File: src/rtl/beat_scheduler_if.sv
// Request/control and playback-status bundle between game logic and beat_scheduler.
interface beat_scheduler_if;
  logic [3:0]  req;
  logic        stop;
  logic        pause;
  logic [1:0]  track;
  logic [11:0] ibeat;
  logic        playing;
  logic        mute;
  logic        done;
  logic [1:0]  done_id;

  modport master (
    output req, stop, pause,
    input  track, ibeat, playing, mute, done, done_id
  );

  modport slave (
    input  req, stop, pause,
    output track, ibeat, playing, mute, done, done_id
  );
endinterface

File: src/rtl/beat_scheduler.sv
// Shared beat sequencer for four fixed tracks: request queue, priority arbitration, beat tick.
// Optional mid-track preemption by a higher-priority request: define BEAT_SCHED_PREEMPT_EN.
module beat_scheduler #(
  parameter int unsigned BEAT_DIV  = 6250000,
  parameter int unsigned LEN0      = 256,
  parameter int unsigned LEN1      = 64,
  parameter int unsigned LEN2      = 64,
  parameter int unsigned LEN3      = 128,
  parameter int unsigned LOOP0     = 1,
  parameter int unsigned GAP_BEATS = 2
) (
  input logic             clk,
  input logic             reset,
  beat_scheduler_if.slave bus
);

  localparam int unsigned DIV_W = $clog2(BEAT_DIV);

`ifdef BEAT_SCHED_PREEMPT_EN
  localparam bit PREEMPT = 1'b1;
`else
  localparam bit PREEMPT = 1'b0;
`endif

  typedef enum logic [1:0] {IDLE, PLAY, GAP} state_t;

  state_t           state;
  logic [3:0]       pending;
  logic [3:0]       clr;
  logic [3:0]       above;
  logic [DIV_W-1:0] divider;
  logic [3:0]       gap_cnt;
  logic [1:0]       track;
  logic [1:0]       winner;
  logic [1:0]       done_id;
  logic [11:0]      ibeat;
  logic [11:0]      last_beat;
  logic             playing;
  logic             mute_r;
  logic             done;
  logic             tick;
  logic             higher;
  logic             loop_here;

  always_comb begin
    winner = '0;
    for (int unsigned i = 0; i < 4; i++)
      if (pending[i]) winner = 2'(i);

    case (track)
      2'd0:    above = 4'b1110;
      2'd1:    above = 4'b1100;
      2'd2:    above = 4'b1000;
      default: above = 4'b0000;
    endcase
    higher = |(pending & above);

    case (track)
      2'd0:    last_beat = 12'(LEN0 - 1);
      2'd1:    last_beat = 12'(LEN1 - 1);
      2'd2:    last_beat = 12'(LEN2 - 1);
      default: last_beat = 12'(LEN3 - 1);
    endcase

    tick      = (divider == DIV_W'(BEAT_DIV - 1));
    loop_here = (LOOP0 != 0) && (track == 2'd0);

    // A looping track 0 keeps its bit so it resumes after anything that displaces it.
    clr = '0;
    if (state == IDLE && pending != '0 && !bus.pause && !((LOOP0 != 0) && winner == 2'd0))
      clr[winner] = 1'b1;
  end

  always_ff @(posedge clk) begin
    if (reset) begin
      state   <= IDLE;
      pending <= '0;
      divider <= '0;
      gap_cnt <= '0;
      track   <= '0;
      ibeat   <= '0;
      playing <= 1'b0;
      mute_r  <= 1'b1;
      done    <= 1'b0;
      done_id <= '0;
    end else if (bus.stop) begin
      state   <= IDLE;
      pending <= '0;
      divider <= '0;
      gap_cnt <= '0;
      ibeat   <= '0;
      playing <= 1'b0;
      mute_r  <= 1'b1;
      done    <= 1'b0;
    end else begin
      done    <= 1'b0;
      pending <= (pending & ~clr) | bus.req;
      if (!bus.pause) begin
        case (state)
          IDLE: begin
            divider <= '0;
            if (pending != '0) begin
              state   <= PLAY;
              track   <= winner;
              ibeat   <= '0;
              playing <= 1'b1;
              mute_r  <= 1'b0;
            end
          end
          PLAY: begin
            if (PREEMPT && higher) begin
              state   <= IDLE;
              ibeat   <= '0;
              divider <= '0;
              playing <= 1'b0;
              mute_r  <= 1'b1;
            end else if (tick) begin
              divider <= '0;
              if (ibeat == last_beat) begin
                done    <= 1'b1;
                done_id <= track;
                ibeat   <= '0;
                if (!(loop_here && !higher)) begin
                  playing <= 1'b0;
                  mute_r  <= 1'b1;
                  gap_cnt <= '0;
                  state   <= (GAP_BEATS > 0) ? GAP : IDLE;
                end
              end else begin
                ibeat <= ibeat + 12'd1;
              end
            end else begin
              divider <= divider + 1'b1;
            end
          end
          GAP: begin
            if (tick) begin
              divider <= '0;
              if (gap_cnt == 4'(GAP_BEATS - 1)) state <= IDLE;
              else gap_cnt <= gap_cnt + 4'd1;
            end else begin
              divider <= divider + 1'b1;
            end
          end
          default: state <= IDLE;
        endcase
      end
    end
  end

  assign bus.track   = track;
  assign bus.ibeat   = ibeat;
  assign bus.playing = playing;
  assign bus.mute    = mute_r | bus.pause;
  assign bus.done    = done;
  assign bus.done_id = done_id;

endmodule
File: src/flat_wrapper.sv
// flat-port wrapper written by rule: the top's interface ports become plain ports
module beat_scheduler_flat 
#(
  parameter int unsigned BEAT_DIV  = 6250000,
  parameter int unsigned LEN0      = 256,
  parameter int unsigned LEN1      = 64,
  parameter int unsigned LEN2      = 64,
  parameter int unsigned LEN3      = 128,
  parameter int unsigned LOOP0     = 1,
  parameter int unsigned GAP_BEATS = 2
)
  (clk, reset, bus_req, bus_stop, bus_pause, bus_track, bus_ibeat, bus_playing, bus_mute, bus_done, bus_done_id);
  beat_scheduler_if bus_i ();
  input logic clk;
  input logic reset;
  input wire logic [$bits(bus_i.req)-1:0] bus_req;
  input wire logic [$bits(bus_i.stop)-1:0] bus_stop;
  input wire logic [$bits(bus_i.pause)-1:0] bus_pause;
  output wire logic [$bits(bus_i.track)-1:0] bus_track;
  output wire logic [$bits(bus_i.ibeat)-1:0] bus_ibeat;
  output wire logic [$bits(bus_i.playing)-1:0] bus_playing;
  output wire logic [$bits(bus_i.mute)-1:0] bus_mute;
  output wire logic [$bits(bus_i.done)-1:0] bus_done;
  output wire logic [$bits(bus_i.done_id)-1:0] bus_done_id;
  assign bus_i.req = bus_req;
  assign bus_i.stop = bus_stop;
  assign bus_i.pause = bus_pause;
  assign bus_track = bus_i.track;
  assign bus_ibeat = bus_i.ibeat;
  assign bus_playing = bus_i.playing;
  assign bus_mute = bus_i.mute;
  assign bus_done = bus_i.done;
  assign bus_done_id = bus_i.done_id;
  beat_scheduler #(.BEAT_DIV(BEAT_DIV), .LEN0(LEN0), .LEN1(LEN1), .LEN2(LEN2), .LEN3(LEN3), .LOOP0(LOOP0), .GAP_BEATS(GAP_BEATS)) u_core (.clk(clk), .reset(reset), .bus(bus_i));
endmodule
File: config.mk
export PLATFORM = sky130hd
export DESIGN_NAME = beat_scheduler_flat
export DESIGN_NICKNAME = d
export VERILOG_FILES = /design/src/rtl/beat_scheduler_if.sv /design/src/rtl/beat_scheduler.sv /design/src/flat_wrapper.sv
export SDC_FILE = /design/constraint.sdc
export NUM_CORES = 1
export LEC_CHECK = 0
export CORE_MARGIN = 2
export CORE_UTILIZATION = 55
export CTS_CLUSTER_DIAMETER = 150
export DETAILED_ROUTE_END_ITERATION = 7
export PLACE_DENSITY_LB_ADDON = 0.25
export RECOVER_POWER = 100
export REMOVE_ABC_BUFFERS = 1
export SYNTH_ARGS = -nofsm -noshare
export SYNTH_HDL_FRONTEND = slang
export SYNTH_SLANG_ARGS = --single-unit
File: constraint.sdc
create_clock -name clk -period 3.02 [get_ports clk]
set_input_delay 0.604 -clock clk [delete_from_list [all_inputs] [get_ports clk]]
set_output_delay 0.604 -clock clk [all_outputs]
set_load 0.1 [all_outputs]
==> results.rst <==
.. list-table::
   :header-rows: 1

   * - Metric
     - Value
   * - Maximum number of pins on one net before global-route repair
     - 23
   * - Clock transition time at the flip-flop clock pins of the worst setup and hold paths
     - 90 ps
   * - Startpoint types
     - flip-flop
   * - Cts bufs inserted
     - 5
   * - F_max
     - 0.373 GHz
   * - Die W
     - 76.9 µm
   * - Setup violations, final
     - 0
   * - Synthesis warning total
     - 0
   * - Routed WL per cell
     - 15.2 µm
   * - Largest fanout of any net on the critical path
     - 11
   * - Total negative slack
     - 0 ps
   * - Num ports
     - 27
   * - FILL cells
     - 481
   * - Pins Over Slew Limit
     - 0
   * - Pwr dens
     - 438 mW/mm²
   * - Min Tclk post-route
     - 2680 ps
   * - Cells along the critical path
     - inv_1, ha_1, xnor2_1, or4_1, o21ai_1, o211ai_1, a32o_1
   * - Effective utilization at floorplan
     - 57.2%
   * - Die ar.
     - 0.00591 mm²
   * - GR Overflow Total
     - 0
   * - Sequential area share after synthesis
     - 35.6%
   * - Detailed-route wire length
     - 6690 µm
   * - Critical path's slowest cell
     - o21ai_1
   * - Critical path class
     - reg -> reg
   * - Most instantiated flip-flop cell in the synthesis netlist
     - dfxtp_1
   * - Site row count
     - 26
   * - Syn_area_per_cell
     - 8.51 µm²
   * - Sequential standard cell area
     - 0.00104 mm²
   * - Post-synthesis sequential element count
     - 52
   * - WP data arrival
     - 2880 ps
   * - CTS H-tree lvls
     - 2
   * - Global placement routability congestion
     - 0.849
   * - Min-delay worst type
     - reg -> reg
   * - Async SR Flop Fraction
     - 0%
   * - Maximum number of buffers from clock root to sink
     - 2
   * - Final layout net count
     - 387
   * - Antenna diode instance count
     - 0
   * - Number of global-route vias before repair
     - 2486
   * - Sort of element at the end of the critical path
     - flip-flop
   * - Peak supply drop
     - 273 µV
   * - Vias after detailed routing
     - 2625
   * - HPWL reported at the end of detailed placement
     - 4850 µm
   * - Count of routing violations after the opening detailed-route iteration
     - 132
   * - Tightest slew margin relative to the limit
     - 22.0%
   * - Global-route wire length before repair
     - 11500 µm
   * - Number of antenna violations at the first check in global routing
     - 0
   * - Worst path max stage delay
     - 630 ps
   * - Post-route clock skew
     - 16.6 ps
   * - Max_cap viols
     - 0
   * - Buffer type at the clock tree root
     - clkbuf_8
   * - Routed via count divided by cell count
     - 5.98
   * - Number of buffers inserted for hold repair after clock tree synthesis
     - 0
   * - Area occupied by multi-input gates
     - 0.00171 mm²
   * - Slew at the pin closest to its max-slew limit
     - 1170 ps
   * - Final cell count without fillers
     - 439
   * - Number of library cell types mapped by synthesis
     - 57
   * - Clk sink count
     - 52
   * - Post-detailed-route DRC marker count
     - 0
   * - Area of the core
     - 0.00511 mm²
   * - EDFF count, synth
     - 0
   * - Leakage power summed over all cells
     - 1.05 nW
   * - Total instance count after detailed placement
     - 431
   * - Synthesized cell area
     - 0.00292 mm²
   * - Layout Area Growth over Synthesis
     - 10.2%
   * - Number of instances in the synthesized netlist
     - 343
   * - Data required time of the critical path
     - 3230 ps
   * - Pre-antenna DRT Iters
     - 7
   * - Die height
     - 76.9 µm
   * - All-Layer GR Usage
     - 23.6%
   * - Unrepaired setup endpoints after global routing
     - false
   * - Status
     - complete, no violations
   * - Insertion delay of the later-clocked pin in the worst-skew pair
     - 310 ps
   * - Number of buffers added for setup after CTS
     - 0
   * - CTS tree
     - yes
   * - Antenna Violating Nets Remaining
     - 0
   * - Port Buf Inserts
     - 26
   * - CTS resizes
     - 0
   * - Fraction of layout instances using a drive strength above 1
     - 7.05%
   * - Crit share post-route
     - 88.7%
   * - Hold Fails Final Rpt
     - 0
-- cell families after synthesis --
family                     count (synthesis)  share of synthesized area, %
DFF                                       52                          35.6
AOI/OAI and AO/OA                         72                          16.6
xor gates and xnor gates                  23                          6.90
and+or+nand+nor                          154                          30.7
adders and majority gates                 11                          4.71
muxes                                      1                         0.343
buffers and inverters                     30                          5.10
-- routing by layer --
layer,global-route usage [%],part of all wire [%],vias to the layer above
li1,-,-,1312
met1,30.5,45,1250
met2,40.0,49,55
met3,3.41,4.2,8
met4,8.18,1.2,0
met5,0,0,-
-- registers in the layout, summed over array words and instances, names as in the netlist --
signal              cells
u_core.bus.done         1
u_core.bus.done_id      2
u_core.bus.ibeat       12
u_core.bus.playing      1
u_core.bus.track        2
u_core.divider         23
u_core.gap_cnt          4
u_core.mute_r           1
u_core.pending          4
u_core.state            2
-- layout by cell type, fill, tap and decap left out, types with 6 or more instances in the layout --
cell / n
or3_1: 6
ha_1: 11
dfxtp_1: 52
nand2_1: 21
o21ai_0: 11
nand3_1: 14
nor2_1: 36
nand4_1: 20
inv_1: 16
xnor2_1: 10
xor2_1: 13
nor3_1: 11
and3_1: 7
clkbuf_1: 19
a21oi_1: 25
o31ai_1: 8
or4_1: 9
-- synth_stat cells (3+ instances only) --
| library cell | n | area [µm²] |
|---|---|---|
| a211oi_1 | 4 | 30.0 |
| nor3_1 | 11 | 55.1 |
| nor4_1 | 3 | 18.8 |
| and4_1 | 3 | 26.3 |
| nand2_1 | 21 | 78.8 |
| xnor2_1 | 10 | 87.6 |
| ha_1 | 11 | 138 |
| a31o_1 | 4 | 35.0 |
| nor2b_1 | 3 | 18.8 |
| o21ai_0 | 10 | 50.1 |
| inv_1 | 16 | 60.1 |
| or3_1 | 6 | 37.5 |
| dfxtp_1 | 52 | 1040 |
| and3_1 | 7 | 43.8 |
| buf_2 | 5 | 25.0 |
| nand3_1 | 14 | 70.1 |
| nand4_1 | 20 | 125 |
| a21o_1 | 3 | 22.5 |
| buf_6 | 4 | 45.0 |
| nor2_1 | 36 | 135 |
| xor2_1 | 13 | 114 |
| clkbuf_1 | 4 | 15.0 |
| or4_1 | 8 | 60.1 |
| a21oi_1 | 25 | 125 |
| nor4_2 | 3 | 37.5 |
| o31ai_1 | 8 | 60.1 |
-- metrics by stage --
| step | hold WS, ps | worst slack (ps) | area, µm² | power (mW) | util, % |
|---|---|---|---|---|---|
| 2_1_floorplan | 439 | 128 | 2830 | 0.810 | - |
| 4_1_cts | 483 | 625 | 3330 | 1.42 | 65.1 |
| 6_report | 486 | 342 | 3220 | 1.41 | 63.0 |
| 5_1_grt | 491 | 247 | 3220 | 1.45 | 63.0 |
| 3_5_place_dp | 470 | 325 | 3190 | 0.859 | 62.4 |
| 3_3_place_gp | 463 | 389 | 3190 | 0.857 | 62.4 |
-- worst max-delay path, delay by kind of cell (launching register included) --
| kind | cells | cell delay [ps] |
|---|---|---|
| compound gates | 3 | 1130 |
| simple gates | 1 | 530 |
| flops | 1 | 420 |
| fa+ha+maj | 1 | 300 |
| xor+xnor | 1 | 140 |
| buf+inv | 1 | 60 |
-- final cells by class --
class	count	area share, %
clock buffers	5	2.14
well taps	70	2.72
clock inverters	3	2.14
inverters	16	1.87
multi-input cells	261	53.1
flip-flops and latches	52	32.4
repair buffers	32	5.64
-- path summary, 6_finish.rpt --
kind,slack [ps],cells past startpoint,startpoint,end
hold / removal,490,2,u_core.bus.playing,u_core.bus.playing
hold reg to reg,490,2,u_core.bus.playing,u_core.bus.playing
setup / recovery,340,7,u_core.bus.track[0],u_core.bus.ibeat[10]
setup reg to reg,340,7,u_core.bus.track[0],u_core.bus.ibeat[10]
-- power breakdown --
group / switching, mW / internal, mW / total (mW)
clock: 0.238 / 0.334 / 0.572
combinational: 0.0920 / 0.0431 / 0.135
sequential: 0.00817 / 0.693 / 0.701
total: 0.338 / 1.07 / 1.41
No activity file was read; power rests on OpenSTA's default activity.
